--- src/rtl/pio_hit_sim_if.sv ---
// pio_hit_sim_if
// Groups the PIO command word and the hit/status outputs of pio_hit_sim.
//   cmd_in    : 32-bit PIO export word ([31] toggle, [30:28] opcode, [27:0] data)
//   hit_out   : NUM_CH simulated hit pulses
//   hit_start : one-cycle strobe on the first high cycle of each pulse
//   busy      : a pulse train is active
//   hit_count : pulses emitted since the last START or SINGLE
//   cmd_ack   : toggle bit of the last accepted command
// The master modport is the HPS/software side; the slave modport is the generator.
interface pio_hit_sim_if #(
    parameter int unsigned NUM_CH = 8
);
    logic [31:0]       cmd_in;
    logic [NUM_CH-1:0] hit_out;
    logic              hit_start;
    logic              busy;
    logic [15:0]       hit_count;
    logic              cmd_ack;

    modport master (
        output cmd_in,
        input  hit_out, hit_start, busy, hit_count, cmd_ack
    );

    modport slave (
        input  cmd_in,
        output hit_out, hit_start, busy, hit_count, cmd_ack
    );
endinterface

--- src/rtl/pio_hit_sim.sv ---
// pio_hit_sim
// Decodes toggle-strobed commands from the HPS PIO word and generates
// programmable simulated detector hit pulses.
//   clk_clk     : system clock (shared with the PIO, so no synchronisers)
//   reset_reset : synchronous, active-high reset
//   bus         : pio_hit_sim_if.slave (cmd_in in; hit_out, hit_start, busy,
//                 hit_count, cmd_ack out)
module pio_hit_sim #(
    parameter int unsigned NUM_CH   = 8,
    parameter int unsigned PULSE_W  = 2,
    parameter int unsigned PERIOD_W = 20
) (
    input  logic          clk_clk,
    input  logic          reset_reset,
    pio_hit_sim_if.slave  bus
);

    typedef enum logic [1:0] {
        ST_IDLE  = 2'd0,
        ST_PULSE = 2'd1,
        ST_GAP   = 2'd2
    } state_t;

    typedef enum logic [2:0] {
        OP_NOP        = 3'd0,
        OP_SET_MASK   = 3'd1,
        OP_SET_PERIOD = 3'd2,
        OP_SET_COUNT  = 3'd3,
        OP_START      = 3'd4,
        OP_STOP       = 3'd5,
        OP_SINGLE     = 3'd6,
        OP_RSVD       = 3'd7
    } opcode_t;

    localparam logic [PERIOD_W-1:0] PULSE_LAST = PERIOD_W'(PULSE_W - 1);
    localparam logic [PERIOD_W-1:0] MIN_PERIOD = PERIOD_W'(PULSE_W + 1);
    localparam logic [PERIOD_W-1:0] RST_PERIOD = PERIOD_W'(16);

    state_t              state_q,     state_d;
    logic [31:0]         cmd_q,       cmd_d;
    logic                last_tog_q,  last_tog_d;
    logic [NUM_CH-1:0]   chan_mask_q, chan_mask_d;
    logic [PERIOD_W-1:0] period_q,    period_d;
    logic [15:0]         count_cfg_q, count_cfg_d;
    // Shadow copies are what the running train actually uses; they are only
    // refreshed at a pulse start so config writes never disturb a period.
    logic [NUM_CH-1:0]   mask_sh_q,   mask_sh_d;
    logic [PERIOD_W-1:0] period_sh_q, period_sh_d;
    logic [PERIOD_W-1:0] cyc_q,       cyc_d;
    logic [15:0]         remain_q,    remain_d;
    logic [15:0]         hit_count_q, hit_count_d;

    logic                accept;
    opcode_t             opcode;
    logic [27:0]         data;
    logic                unused_data;

    assign accept      = (cmd_q[31] != last_tog_q);
    assign opcode      = opcode_t'(cmd_q[30:28]);
    assign data        = cmd_q[27:0];
    assign unused_data = ^data;

    always_comb begin
        cmd_d       = bus.cmd_in;
        last_tog_d  = last_tog_q;
        chan_mask_d = chan_mask_q;
        period_d    = period_q;
        count_cfg_d = count_cfg_q;
        state_d     = state_q;
        mask_sh_d   = mask_sh_q;
        period_sh_d = period_sh_q;
        cyc_d       = cyc_q;
        remain_d    = remain_q;
        hit_count_d = hit_count_q;

        // Configuration registers update on acceptance regardless of state.
        if (accept) begin
            last_tog_d = cmd_q[31];
            case (opcode)
                OP_SET_MASK:   chan_mask_d = data[NUM_CH-1:0];
                OP_SET_PERIOD: period_d = (data[PERIOD_W-1:0] < MIN_PERIOD) ?
                                          MIN_PERIOD : data[PERIOD_W-1:0];
                OP_SET_COUNT:  count_cfg_d = data[15:0];
                default:       ;
            endcase
        end

        if (accept && opcode == OP_STOP) begin
            state_d = ST_IDLE;
            cyc_d   = '0;
        end else if (accept && (opcode == OP_START ||
                                (opcode == OP_SINGLE && state_q == ST_IDLE))) begin
            // hit_count reads 1 during the first pulse cycle, i.e. the
            // clear and the first increment happen together.
            state_d     = ST_PULSE;
            cyc_d       = '0;
            mask_sh_d   = chan_mask_d;
            period_sh_d = period_d;
            remain_d    = (opcode == OP_START) ? count_cfg_d : 16'd1;
            hit_count_d = 16'd1;
        end else begin
            case (state_q)
                ST_PULSE: begin
                    cyc_d = cyc_q + PERIOD_W'(1);
                    if (cyc_q == PULSE_LAST) begin
                        state_d = ST_GAP;
                    end
                end
                ST_GAP: begin
                    if (cyc_q == period_sh_q - PERIOD_W'(1)) begin
                        cyc_d = '0;
                        if (remain_q == 16'd1) begin
                            state_d = ST_IDLE;
                        end else begin
                            // remain_q == 0 marks a continuous run.
                            if (remain_q != 16'd0) begin
                                remain_d = remain_q - 16'd1;
                            end
                            state_d     = ST_PULSE;
                            mask_sh_d   = chan_mask_d;
                            period_sh_d = period_d;
                            hit_count_d = (hit_count_q == 16'hFFFF) ?
                                          hit_count_q : hit_count_q + 16'd1;
                        end
                    end else begin
                        cyc_d = cyc_q + PERIOD_W'(1);
                    end
                end
                default: ;
            endcase
        end
    end

    always_ff @(posedge clk_clk) begin
        if (reset_reset) begin
            state_q     <= ST_IDLE;
            cmd_q       <= '0;
            last_tog_q  <= 1'b0;
            chan_mask_q <= '1;
            period_q    <= RST_PERIOD;
            count_cfg_q <= '0;
            mask_sh_q   <= '1;
            period_sh_q <= RST_PERIOD;
            cyc_q       <= '0;
            remain_q    <= '0;
            hit_count_q <= '0;
        end else begin
            state_q     <= state_d;
            cmd_q       <= cmd_d;
            last_tog_q  <= last_tog_d;
            chan_mask_q <= chan_mask_d;
            period_q    <= period_d;
            count_cfg_q <= count_cfg_d;
            mask_sh_q   <= mask_sh_d;
            period_sh_q <= period_sh_d;
            cyc_q       <= cyc_d;
            remain_q    <= remain_d;
            hit_count_q <= hit_count_d;
        end
    end

    assign bus.hit_out   = (state_q == ST_PULSE) ? mask_sh_q : '0;
    assign bus.hit_start = (state_q == ST_PULSE) && (cyc_q == '0);
    assign bus.busy      = (state_q != ST_IDLE);
    assign bus.hit_count = hit_count_q;
    assign bus.cmd_ack   = last_tog_q;

endmodule
--- src/flat_wrapper.sv ---
// flat-port wrapper written by rule: the top's interface ports become plain ports
module pio_hit_sim_flat 
#(
    parameter int unsigned NUM_CH   = 8,
    parameter int unsigned PULSE_W  = 2,
    parameter int unsigned PERIOD_W = 20
)
  (clk_clk, reset_reset, bus_cmd_in, bus_hit_out, bus_hit_start, bus_busy, bus_hit_count, bus_cmd_ack);
  pio_hit_sim_if #(.NUM_CH(NUM_CH)) bus_i ();
  input  logic clk_clk;
  input  logic reset_reset;
  input wire logic [$bits(bus_i.cmd_in)-1:0] bus_cmd_in;
  output wire logic [$bits(bus_i.hit_out)-1:0] bus_hit_out;
  output wire logic [$bits(bus_i.hit_start)-1:0] bus_hit_start;
  output wire logic [$bits(bus_i.busy)-1:0] bus_busy;
  output wire logic [$bits(bus_i.hit_count)-1:0] bus_hit_count;
  output wire logic [$bits(bus_i.cmd_ack)-1:0] bus_cmd_ack;
  assign bus_i.cmd_in = bus_cmd_in;
  assign bus_hit_out = bus_i.hit_out;
  assign bus_hit_start = bus_i.hit_start;
  assign bus_busy = bus_i.busy;
  assign bus_hit_count = bus_i.hit_count;
  assign bus_cmd_ack = bus_i.cmd_ack;
  pio_hit_sim #(.NUM_CH(NUM_CH), .PULSE_W(PULSE_W), .PERIOD_W(PERIOD_W)) u_core (.clk_clk(clk_clk), .reset_reset(reset_reset), .bus(bus_i));
endmodule
--- config.mk ---
export PLATFORM = sky130hd
export DESIGN_NAME = pio_hit_sim_flat
export DESIGN_NICKNAME = d
export VERILOG_FILES = /design/src/rtl/pio_hit_sim_if.sv /design/src/rtl/pio_hit_sim.sv /design/src/flat_wrapper.sv
export SDC_FILE = /design/constraint.sdc
export NUM_CORES = 1
export LEC_CHECK = 0
export CORE_MARGIN = 1
export CORE_UTILIZATION = 30
export DETAILED_ROUTE_END_ITERATION = 10
export PLACE_DENSITY = 0.47
export SKIP_LAST_GASP = 1
export SYNTH_ARGS = -nofsm -noshare
export SYNTH_HDL_FRONTEND = slang
export SYNTH_SLANG_ARGS = --single-unit
--- constraint.sdc ---
create_clock -name clk_clk -period 4.6 [get_ports clk_clk]
set_clock_uncertainty 0.2 [all_clocks]
set_input_delay 0.46 -clock clk_clk [delete_from_list [all_inputs] [get_ports clk_clk]]
set_output_delay 0.46 -clock clk_clk [all_outputs]
set_load 0.01 [all_outputs]
* Yosys cells after proc, flatten, opt, wreduce, memory -nomap -nowiden
Index checks and enable logic that the tools add are counted.
** Cells by class
- Equality and inequality tests :: 19
- Bitwise logic cells :: 1
- Multiplexer cells :: 34
- Order comparisons :: 1
- Reduce and logical (&&, ||, !) cells :: 21
- $add $sub $neg :: 4
** Operators with widths (number)
- 2-to-1 mux 16 bit :: 13
- 2-to-1 mux 20 bit :: 8
- 2-to-1 mux 8 bit :: 7
- one-hot mux 20 bit (2 select lines) :: 1
- adder 20 x 1 -> 20 bit, second input constant :: 1
- == test 20 x 1 -> 1 bit, second input constant :: 1
- == test 20 bit :: 1
- logical NOT 20 bit :: 1
- less-than comparator 20 x 2 -> 1 bit, second input constant :: 1
- subtractor 20 x 1 -> 20 bit, second input constant :: 1
- adder 16 x 1 -> 16 bit, second input constant :: 1
- == test 16 x 1 -> 1 bit, second input constant :: 1
- == test 16 bit, second input constant :: 1
- nonzero test 16 bit :: 1
- subtractor 16 x 1 -> 16 bit, second input constant :: 1
- AND reduction 5 bit :: 2
- nonzero test 2 bit :: 5
- == test 3 bit, second input constant :: 3
- inequality test 2 x 1 -> 1 bit, second input constant :: 4
- == test 3 x 2 -> 1 bit, second input constant :: 2
- inequality test 3 x 1 -> 1 bit, second input constant :: 2
- AND reduction 3 bit :: 2
- logical AND 1 bit :: 4
- 2-to-1 mux 2 bit :: 2
- 13 further kinds :: 14
** Storage, ports and cells
- Input bits :: 34
- Flip-flop bits (word level) :: 159

* Logic depth before layout (Yosys ltp)
- Word-level depth :: 8
- Mapped depth :: 12
- Gate-level depth less buffers :: 10

* Worst setup path after synthesis
Ideal clock, no wire load.
- Path kind :: register to register
- Start :: register u_core.period_sh_q[0]
- End :: register u_core.remain_q[14]
- Path slack :: 1.404 ns
- Stages on the path, launching flop included :: 12
- Data arrival time :: 2.917 ns
- Setup time :: 0.079 ns
- Data required time :: 4.321 ns
- Buffers on the path :: 1
- Cell sequence :: dfxtp_1 > inv_1 > ha_1 > or3b_2 > a211o_1 > o32ai_1 > nand4_1 > nor4b_4 > nand4_1 > buf_2 > or3_1 > o211ai_1
** On the way
- Cells in the longest elaborated chain, start to end :: 4
** RTL lines
- from (decl) :: line pio_hit_sim.sv:48 : logic [PERIOD_W-1:0] period_sh_q, period_sh_d;
- from (signal assigned) :: line pio_hit_sim.sv:155 : period_sh_q <= period_sh_d;
- subtractor 20 x 1 -> 20 bit :: line pio_hit_sim.sv:110 : if (cyc_q == period_sh_q - PERIOD_W'(1)) begin
- == test 20 bit :: line pio_hit_sim.sv:110
- nonzero test 2 bit (no source line)
- AND reduction 5 bit (no source line)
- to (signal assigned) :: line pio_hit_sim.sv:157 : remain_q <= remain_d;
- to (decl) :: line pio_hit_sim.sv:50 : logic [15:0] remain_q, remain_d;
Every way passes these cells.
A chain may end at the register's enable or synchronous reset.

* Worst setup path in the final report
- Start :: register u_core.period_sh_q[0]
- End :: register u_core.cyc_q[8]
** On the way
- Cells in the longest elaborated chain, start to end :: 4
** RTL lines
- subtractor 20 x 1 -> 20 bit :: line pio_hit_sim.sv:110
- == test 20 bit :: line pio_hit_sim.sv:110
- 2-to-1 mux 20 bit :: line pio_hit_sim.sv:110
- one-hot mux 20 bit (2 select lines) :: line pio_hit_sim.sv:102 : case (state_q)
- to (signal assigned) :: line pio_hit_sim.sv:156 : cyc_q <= cyc_d;
- to (decl) :: line pio_hit_sim.sv:49 : logic [PERIOD_W-1:0] cyc_q, cyc_d;
Every way passes these cells.

==> run summary <==
The count of nets left with antenna violations after detail routing came out at 0. For this run, design rule violations remaining after detail routing come to 0. The critical path in this run is classified as reg -> reg.

At the worst endpoint, the arrival time is 3.83 ns. The power density over the cells is 348 nW/um^2. The max-slew violation count was 0. The number of nets in the layout came out at 903.

The post-synth net total came out at 864. For hold timing, the worst endpoint is u_core.period_q[8]. The HPWL after detailed placement is 13,100 microns. The relative contribution of combinational cells to total power is 0.064. Setup violations remaining at the end of the flow were counted as 0. The first-pass detailed-route iteration total is 5. Of all flip-flops after synthesis, the portion carrying an async set or reset was 0.

The clock insertion delay at the later pin of the skew report is 0.43 ns. The most used flip-flop cell after synthesis is dfxtp_1. The start point of the worst min-delay path is u_core.period_q[8].

For the final routed database, the setup TNS stands at 0 ns. The post-synthesis cell count came out at 820. The maximum clock frequency is 267 MHz.

The routed via count divided by cell count is 4.93. Summed over all cells, the static leakage comes to 0.00315 uW. The total CTS buffers is 17. The number of flops mapped to enable cells by yosys came out at 0. The buffers inserted during post-CTS setup optimization is 0. The register clock-pin slew on the reported worst setup and hold paths is 0.07 ns. The layout has 2,467 filler cells.

The total placed cells including tap cells came out at 1,153. The total overflow left after global routing is 0. For this design the total switching power over the nets is 765 uW.

The largest voltage drop on the vdd net came out at 0.198 mV. The iteration-0 DRC count of the detailed router came out at 312. In the final routed layout, each cell accounts on average for 15.7 microns.

The layout overhead on the synthesized area came out at 20.2%. The tool flagged a number of max-cap violations equal to 0. The number of non-filler instances in the completed layout came out at 1,185. The area enclosed by the die boundary is 24,100 sq um. The worst reg2reg path depth came out at 10.

For this run, the slowest stage of the critical path takes 0.68 ns. The maximum clock insertion buffer count is 2. The maximum fanout along the worst path came out at 18. The number of global-route vias before repair is 5,575. The global placement routability congestion is 0.828. The number of H-tree levels came out at 4. The setup check on the worst reg-to-reg path leaves a slack of 0.85 ns. From bottom edge to top edge, the die measures 155 microns.

The share of the Yosys chip area taken by registers is 0.429. Of the available clock period, the critical path in the final layout requires 0.816. The tightest hold path in the finished design has a slack of 0.263 ns.

The I/O pin total is 61. The clock sink total is 151. The total track usage is 0.163. TritonCTS built the clock tree. The number of standard-cell rows in the floorplan came out at 55. The transition time at the pin with the least slew margin is 0.984 ns.

Of the total power, registers draw 0.462. The fraction of final layout cells with drive strength greater than 1 came out at 0.0780. A synthesized cell averages 8.58 sq um. The number of warnings reported in the yosys synthesis log is 0. The flow ran to the end, and the final reports show no timing, DRC or antenna violations. The utilization after layout is 0.370. The count of buffers inserted at the top-level ports came out at 52. The cell area after synthesis came out at 7040 sq um.

The flop and latch count out of synthesis is 151. Entering global routing, the biggest net connects 54 pins. Post-CTS repair changed the size of 0 cells. Data on the critical path is required at its endpoint by 4.68 ns. The internal power contribution came out at 2180 uW. The x dimension of the die is 155 microns. The final count of hold timing violations came out at 0. The critical path goes through inv_1 -> ha_1 -> or3b_2 -> a211o_1 -> o32ai_1 -> nand4_1 -> nor4b_4 -> nand3_2 -> o31ai_4 -> nor2_1.

The worst pin sits at a relative slew slack of 0.342. The fraction of power spent switching nets is 0.260. The worst setup path is launched from a flop.

The cts-stage hold buffer count came out at 0. 0 antenna diodes ended up in the layout. The placeable core region came out at 22,800 sq um.

The routed wire length is 18,600 microns. Counting instances, the worst hold path has a depth of 2. The routed layout has 5,839 vias. The root cell of the clock tree is clkbuf_16. The number of antenna violations at the first check in global routing came to 0. The largest individual stage delay along the critical path comes from the cell o31ai_4.

Setup repair after global routing left no endpoint under its margin. The first global-routing pass estimated 30,700 microns of wire. The netlist uses 71 different library cells.

The fraction of power consumed by the clock network is 0.475. The worst setup path is captured at a flop. For this configuration, the core starts out at a cell density of 0.308. The endpoint of the worst-slack reg-to-reg timing path is u_core.cyc_q[8]. The worst register-to-register path begins at u_core.period_sh_q[0]. The worst hold path belongs to the class reg -> reg. The minimum clock period is 3.75 ns.
[worst max-delay path: cells and delay by family (launching register included)]
| kind | cells | cell delay, ns |
|---|---|---|
| compound gates | 3 | 1.14 |
| fa+ha+maj | 1 | 0.23 |
| buf+inv | 1 | 0.11 |
| flops | 1 | 0.38 |
| simple gates | 5 | 1.54 |
[cell usage in the layout, fill, tap and decap left out, types with 4 or more instances in the layout]
| cell | netlist | layout |
|---|---|---|
| dfxtp_1 | 151 | 151 |
| or3_1 | 16 | 16 |
| a31oi_1 | 12 | 12 |
| inv_1 | 20 | 20 |
| nor2b_1 | 26 | 26 |
| nand3_1 | 38 | 38 |
| xor2_1 | 24 | 24 |
| xnor2_1 | 20 | 20 |
| nand4_1 | 13 | 13 |
| ha_1 | 10 | 10 |
| o21ai_0 | 48 | 48 |
| mux2i_1 | 28 | 28 |
| nor4_1 | 11 | 10 |
| and2_1 | 11 | 11 |
| o31ai_1 | 8 | 8 |
| nor3b_1 | 5 | 5 |
| nand2b_1 | 4 | 4 |
| a21oi_1 | 43 | 43 |
| and3_1 | 18 | 18 |
| and4_1 | 4 | 4 |
| or4_1 | 18 | 18 |
| a211oi_1 | 6 | 5 |
| buf_4 | 1 | 16 |
| nor3_1 | 10 | 10 |
| inv_8 | 0 | 4 |
| nor2_1 | 71 | 71 |
| o211ai_1 | 5 | 5 |
| nand2_1 | 90 | 90 |
| clkbuf_16 | 0 | 17 |
| clkdlybuf4s50_1 | 0 | 51 |
| inv_6 | 0 | 4 |
[layout make-up]
cell class | count | area (sq um) | share of cell area
well taps | 313 | 392 | 0.0463
repair buffers | 68 | 636 | 0.0751
clock buffers | 18 | 429 | 0.0507
inverters | 20 | 75.1 | 0.00888
clock inverters | 14 | 158 | 0.0186
multi-input cells | 601 | 3750 | 0.443
flip-flops and latches | 151 | 3020 | 0.357
[how the worst max path moves through the flow]
| stage | startpoint | endpoint | slack (ns) | cells after the start |
|---|---|---|---|---|
| final | u_core.period_sh_q[0] | u_core.cyc_q[8] | 0.85 | 10 |
| after CTS | u_core.period_sh_q[0] | u_core.cyc_q[8] | 0.80 | 10 |
| after global routing | u_core.period_sh_q[0] | u_core.cyc_q[5] | 0.58 | 10 |
| after global placement | u_core.period_sh_q[0] | u_core.cyc_q[4] | 0.88 | 10 |
| after detailed placement | u_core.period_sh_q[0] | u_core.cyc_q[4] | 0.82 | 10 |
| after floorplan | u_core.period_sh_q[0] | u_core.remain_q[14] | 1.40 | 11 |
[state kept, by name (all words and copies together) (netlist names)]
name	count
u_core.cmd_q	24
u_core.mask_sh_q	8
u_core.chan_mask_q	8
u_core.cyc_q	20
u_core.remain_q	16
u_core.bus.hit_count	16
u_core.period_sh_q	20
u_core.count_cfg_q	16
u_core.bus.cmd_ack	1
u_core.period_q	20
u_core.state_q	2
[stage by stage]
stage               power (uW)  instance area [sq um]  setup slack, ns
detailed placement        1580                   7870            0.821
floorplan                 1490                   7040             1.40
finish                    2950                   8460            0.848
CTS                       2990                   8460            0.801
global placement          1580                   7870            0.884
global route              3060                   8460            0.577
[power by group through the flow]
stage / clock [uW] / combinational (uW) / sequential (uW)
global placement: 0 / 189 / 1390
floorplan: 0 / 119 / 1370
global route: 1490 / 210 / 1360
finish: 1400 / 188 / 1360
CTS: 1440 / 191 / 1360
detailed placement: 0 / 189 / 1390
[kinds of logic after synthesis]
kind of cell               share of synthesized area
AOI/OAI and AO/OA                              0.147
xor gates and xnor gates                      0.0547
adders and majority gates                     0.0178
buffers and inverters                         0.0400
DFF                                            0.429
muxes                                         0.0430
and+or+nand+nor                                0.268
[Yosys cell counts (6+ instances only)]
master      n  area, sq um
nor2b_1    26          163
a31oi_1    12         75.1
nand2_1    90          338
a211oi_1    6         45.0
or4_1      18          135
a21oi_1    43          215
or3_1      16          100
inv_1      20         75.1
nor2_1     71          267
clkbuf_1   38          143
xor2_1     24          210
mux2i_1    28          280
and3_1     18          113
xnor2_1    20          175
dfxtp_1   151         3020
nor3_1     10         50.1
buf_2       6         30.0
nand4_1    13         81.3
ha_1       10          125
o21ai_0    48          240
nor4_1     11         68.8
and2_1     11         68.8
nand3_1    38          190
o31ai_1     8         60.1
[per-layer routing]
layer / GRT usage / part of all wire / up-vias
li1: - / - / 3011
met1: 0.240 / 0.53 / 2693
met2: 0.236 / 0.41 / 117
met3: 0.0326 / 0.042 / 18
met4: 0.0509 / 0.016 / 0
met5: 0 / 0 / -
No activity file was read; power rests on OpenSTA's default activity.
